--- src/rtl/da_out_round_fifo.sv ---
// -----------------------------------------------------------------------------
// da_out_round_fifo
//
// Output stage for the distributed-arithmetic filter. It samples the divided
// byte clock on the bit clock and picks up each new 17-bit filter sum on the
// byte-clock rising edge. The sum is rounded half-up to an 8-bit sample and
// queued in a small ready/valid FIFO for the downstream consumer.
//
// Optional feature: define DA_OUT_SAT_EN to clamp the rounded value to the
// 8-bit signed range. When it is undefined the result wraps (two's complement)
// and no clamp logic is built.
//
// Parameters
//   DEPTH      FIFO depth in samples (power of two, 2..16)
//
// Ports
//   clk_bit    in   bit clock, the only clock of this block
//   rst_n      in   asynchronous active-low reset
//   clk_byte   in   divided byte clock, sampled as data on clk_bit
//   sum_in     in   signed filter sum {intsum[9:0], extra[6:0]}
//   y_out      out  signed rounded sample at the FIFO head (0 when empty)
//   y_valid    out  FIFO non-empty
//   y_ready    in   consumer accepts y_out when y_valid is also high
//   fifo_level out  current occupancy, 0..DEPTH
//   ovf        out  sticky: a sample was dropped because the FIFO was full
//   clr_ovf    in   synchronous clear of ovf (a same-cycle overflow wins)
// -----------------------------------------------------------------------------
module da_out_round_fifo #(
  parameter int DEPTH = 4
) (
  input  logic                       clk_bit,
  input  logic                       rst_n,
  input  logic                       clk_byte,
  input  logic signed [16:0]         sum_in,
  output logic signed [7:0]          y_out,
  output logic                       y_valid,
  input  logic                       y_ready,
  output logic [$clog2(DEPTH):0]     fifo_level,
  output logic                       ovf,
  input  logic                       clr_ovf
);

  localparam int AW = $clog2(DEPTH);

  // Round half-up by 7 bits: add 64 in 18-bit signed space, keep bits [17:7].
  function automatic logic signed [10:0] round_q(input logic signed [16:0] s);
    return 11'((({s[16], s}) + 18'd64) >> 7);
  endfunction

  // Reduce the rounded value to the 8-bit output sample.
  function automatic logic signed [7:0] fmt_out(input logic signed [10:0] q);
`ifdef DA_OUT_SAT_EN
    if (q > 11'sd127)
      return 8'sh7F;
    else if (q < -11'sd128)
      return 8'sh80;
    else
      return 8'(q);
`else
    return 8'(q);
`endif
  endfunction

  logic                     r_byte_q;
  logic signed [16:0]       r_stage_p1;
  logic                     r_vld_p1;
  logic [AW:0]              r_wr_ptr;
  logic [AW:0]              r_rd_ptr;
  logic                     r_ovf;
  logic signed [7:0]        r_mem [DEPTH];

  logic                     w_detect;
  logic signed [10:0]       w_q;
  logic signed [7:0]        w_result;
  logic                     w_empty;
  logic                     w_full;
  logic                     w_pop;
  logic                     w_wr_en;
  logic                     w_drop;

  assign w_detect = clk_byte & ~r_byte_q;

  assign w_q      = round_q(r_stage_p1);
  assign w_result = fmt_out(w_q);

  // Pointers carry one extra wrap bit so full and empty are distinguishable.
  assign w_empty  = (r_wr_ptr == r_rd_ptr);
  assign w_full   = (r_wr_ptr[AW-1:0] == r_rd_ptr[AW-1:0]) &&
                    (r_wr_ptr[AW] != r_rd_ptr[AW]);
  assign w_pop    = ~w_empty & y_ready;
  // A same-cycle pop frees the head slot, so a push into a full FIFO is
  // still accepted in that case.
  assign w_wr_en  = r_vld_p1 & (~w_full | w_pop);
  assign w_drop   = r_vld_p1 & w_full & ~w_pop;

  // p0 -> p1: edge detect on the byte clock and capture of the filter sum.
  // byte_q resets high so a byte clock already high at reset release is not
  // mistaken for a rising edge.
  always_ff @(posedge clk_bit or negedge rst_n) begin
    if (!rst_n) begin
      r_byte_q   <= 1'b1;
      r_stage_p1 <= '0;
      r_vld_p1   <= 1'b0;
    end else begin
      r_byte_q <= clk_byte;
      r_vld_p1 <= w_detect;
      if (w_detect)
        r_stage_p1 <= sum_in;
    end
  end

  // p1 -> FIFO: rounded sample is pushed, pointers and overflow updated.
  always_ff @(posedge clk_bit or negedge rst_n) begin
    if (!rst_n) begin
      r_wr_ptr <= '0;
      r_rd_ptr <= '0;
      r_ovf    <= 1'b0;
    end else begin
      if (w_wr_en)
        r_wr_ptr <= r_wr_ptr + 1'b1;
      if (w_pop)
        r_rd_ptr <= r_rd_ptr + 1'b1;
      if (w_drop)
        r_ovf <= 1'b1;
      else if (clr_ovf)
        r_ovf <= 1'b0;
    end
  end

  always_ff @(posedge clk_bit) begin
    if (w_wr_en)
      r_mem[r_wr_ptr[AW-1:0]] <= w_result;
  end

  assign y_valid    = ~w_empty;
  // Gating with y_valid keeps y_out at zero while empty or in reset, so the
  // storage array itself needs no reset.
  assign y_out      = y_valid ? r_mem[r_rd_ptr[AW-1:0]] : 8'sd0;
  assign fifo_level = r_wr_ptr - r_rd_ptr;
  assign ovf        = r_ovf;

endmodule

--- config.mk ---
export PLATFORM = sky130hd
export DESIGN_NAME = da_out_round_fifo
export DESIGN_NICKNAME = d
export VERILOG_FILES = /design/src/rtl/da_out_round_fifo.sv
export SDC_FILE = /design/constraint.sdc
export NUM_CORES = 1
export LEC_CHECK = 0
export CAP_MARGIN = 40
export CORE_MARGIN = 2
export CORE_UTILIZATION = 50
export CTS_CLUSTER_DIAMETER = 60
export DETAILED_ROUTE_END_ITERATION = 16
export PLACE_DENSITY = 0.84
export SLEW_MARGIN = 20
export SYNTH_ARGS = -nofsm -noshare
export SYNTH_HDL_FRONTEND = slang
export SYNTH_SLANG_ARGS = --single-unit
--- constraint.sdc ---
create_clock -name clk_bit -period 2.25 [get_ports clk_bit]
set_input_delay 0.3375 -clock clk_bit [delete_from_list [all_inputs] [get_ports clk_bit]]
set_output_delay 0.3375 -clock clk_bit [all_outputs]
set_load 0.02 [all_outputs]
==> results by group <==
Status
  • Status: finished clean

CTS
  • Clock-pin transition on the worst setup and hold timing paths: 0.10 ns
  • Clock tree root buffer cell: clkbuf_8
  • CTS tree: built
  • Clock sink count: 50
  • CTS Buf Count: 5
  • Hold buffers post-CTS: 0
  • Max Root-Sink Buffers: 2
  • Worst-Skew Late Latency: 0.31 ns
  • CTS HTree Levels: 2

Setup path
  • Setup crit start: r_rd_ptr[0]
  • Type of the worst setup path: flip-flop to output pin
  • R2R cell count: 5
  • Critical Path RT: 1.91 ns
  • Reg2reg start: r_rd_ptr[0]
  • Setup crit end kind: output pin
  • Crit path DAT: 1.85 ns
  • Critical path fanouts, max: 5
  • Flop-to-flop setup slack: 0.18 ns
  • Startpoint type of the worst setup path: flip-flop

STA
  • Pins Over Slew Limit: 0
  • WHS: ~0.21 ns
  • Final hold vios: 0
  • RSZ-0062 raised after global routing: false
  • Slew HR: 70.2%
  • Skew final: 0.0185 ns
  • Crit share post-route: between 90% and 100%
  • Total Neg Setup Slack: 0 ns
  • Max Clock Freq: roughly 0.46 GHz
  • Final Setup Violations: 0
  • Fin crit period: between 2 and 2.5 ns
  • Worst slew pin tran: 0.447 ns

Finish
  • Share of cells above drive strength 1: 25.0%
  • Area growth, synth to finish: 22.6%
  • Filler Cells Inserted: about 310
  • # diodes: 0
  • Final Net Count: 206

Power
  • Leakage power: ~1.0 nW
  • Power density cells: ~1300 nW/µm²
  • Power Internal: 2.29 mW
  • Sw power: approximately 1.4 mW
  • Sw Ratio: 37.2%
  • Worst IR drop on VDD: 535 µV
  • Comb pwr share: between 40 and 50%
  • Sequential share of power: 35.8%
  • Clock power share: between 10% and 20%

Logic synthesis
  • Synth Net Count: 168
  • Mux cell area share after synthesis: 14.4%
  • Post-synth ARST share: 36.0%
  • Synthesized area per cell: between 15 and 20 µm²
  • Primary FF master, synth: edfxtp_1
  • Syn. warnings: 0
  • Post-synthesis simple-gate area fraction: 7.02%
  • Yosys top cell by area: edfxtp_1
  • Compound-Gate Fraction of Synth Area: 2.15%
  • Adder-Cell Fraction of Synth Area: 5.43%
  • Post-synth EDFFs: 32
  • Register bit total from synthesis: 50
  • Yosys top cell area share: 43.5%
  • Largest family of logic cells by synthesized area: multiplexers
  • Syn Inst Count: 137
  • Largest cells by area after synthesis: edfxtp_1 43%, dfrtp_1 19%, mux4_2 8.1%, mux2_2 5.6%, ha_1 4.5%
  • Distinct cells, synth: 28
  • Sequential area share after synthesis: 63.9%
  • Synth Area in XOR/XNOR: 4.70%
  • Mapped Area: 2210 µm²

Routing
  • Vias: 1223
  • Vias per cell: between 5 and 6
  • DR iter-0 viols: between 50 and 60
  • WL/cell: approximately 18 µm
  • Met3 WL: roughly 140 µm
  • Post-Route WL: 3990 µm
  • Routed Antenna Nets: 0
  • Post-route DRC: 0
  • Top Layer Used: met4
  • Met2 wire len: between 2000 and 2500 µm
  • Wl on met1: 1600 µm
  • Drt pass-1 iters: 4

Global route
  • Global-route wire length before repair: roughly 6400 µm
  • GR Util All Layers: 17.3%
  • Initial antenna violation count: 0
  • Vias in the first global route: about 1300
  • Pin count of the biggest net entering global routing: 19
  • Grt ovf: 0

Floorplan
  • Chip width: 70.5 µm
  • Rows: 24
  • IO Count: 35
  • Starting Density: 51.5%
  • Die Area: 4970 µm²
  • CORE AREA: 4290 µm²
  • Vert. Die Dim: a little over 70 µm

Hold path
  • Hold Crit Class: input pin to asynchronous set/reset pin

Placed design
  • PortBufs: 26
  • Final HPWL DP: around 2800 µm
  • Gp weighted congestion: 0.740

Run
  • Max Cap Viol: 0
## power groups by stage
stage          logic (mW)  registers, mW  clock network [mW]
4_1_cts              1.74           1.29               0.536
3_5_place_dp         1.89           1.32                   0
3_3_place_gp         1.81           1.29                   0
2_1_floorplan        1.11           1.28                   0
5_1_grt              1.96           1.33               0.568
6_report             1.81           1.30               0.529
## critical path, stage by stage (launching register included)
cell and delay, ns:
dfrtp_2 0.44, clkbuf_16 0.17, mux4_2 0.48, nor2b_1 0.13, dlygate4sd2_1 0.31
## routing by layer
layer  vias to the layer above  global-route usage [%]
li1                        575                       -
met1                       614                    21.1
met2                        28                    30.4
met3                         6                    2.60
met4                         0                    7.69
met5                         -                       0
## synth_stat cells, types with 2 or more instances
cell type and n:
a31oi_1 2, nand4_1 2, and3_1 6, dfrtp_1 17
nand2_1 3, inv_1 9, a21oi_1 2, nor2b_1 9
buf_2 3, ha_1 8, xnor2_1 9, edfxtp_1 32
nand3_1 3, mux2_2 11, mux4_2 8
## layout by cell type (no fill, tap or decap), types with 3 or more instances in the layout
master and instances:
and3_1 5, buf_4 6, clkbuf_8 5, clkdlybuf4s15_1 7
clkdlybuf4s50_1 14, dfrtp_1 15, dlygate4sd2_1 3, edfxtp_1 32
ha_1 8, inv_1 9, mux2_2 11, mux4_2 8
nand2_1 3, nand3_1 3, nor2b_1 9, xnor2_1 9
## cell type report
| class | count | area [µm²] | share of cell area (%) |
|---|---|---|---|
| Clock buffer | 5 | 68.8 | 2.54 |
| Sequential cell | 50 | 1420 | 52.2 |
| Clock inverter | 3 | 21.3 | 0.785 |
| Tap cell | 52 | 65.1 | 2.40 |
| Inverter | 9 | 33.8 | 1.25 |
| Multi-Input combinational cell | 74 | 747 | 27.6 |
| Timing Repair Buffer | 35 | 359 | 13.3 |
## stage by stage
stage	cells	total power, mW	utilization, %	worst slack, ns	instance area, µm²
after floorplan	137	2.40	-	0.182	2210
after global placement	218	3.10	60.1	0.121	2580
after detailed placement	218	3.20	60.1	0.0688	2580
after CTS	226	3.57	61.9	0.00316	2660
after global routing	228	3.86	63.1	0.00429	2710
final	228	3.64	63.1	0.0625	2710
## timing repair
item,in CTS,in global routing
endpoints found under the hold margin,0,0
gates cloned,0,1
resized for setup,12,12
setup buffers,0,0
setup endpoints to repair,11,8
## state kept, by name (all words and copies together) (netlist names)
| name | count |
|---|---|
| r_stage_p1 | 9 |
| r_byte_q | 1 |
| r_wr_ptr | 3 |
| r_rd_ptr | 3 |
| r_vld_p1 | 1 |
| r_mem | 32 |
| ovf | 1 |
## kinds of logic (layout without fill, tap and decap cells)
family                   count (synthesis)  after routing
flip-flops                              50             50
AO/OA/AOI/OAI                            8              8
XOR/XNOR                                11             11
AND/OR/NAND/NOR                         26             26
multiplexers                            20             20
buffers and inverters                   13             52
adder cells (fa/ha/maj)                  9              9
## path summary, 6_finish.rpt
| check | end |
|---|---|
| min in group clk_bit | r_byte_q |
| hold / removal | ovf |
| setup / recovery | y_out[3] |
| setup reg to reg | r_mem[0][0] |
| hold reg to reg | ovf |
| max in group asynchronous | r_byte_q |
Power figures use the tool's default switching activity.
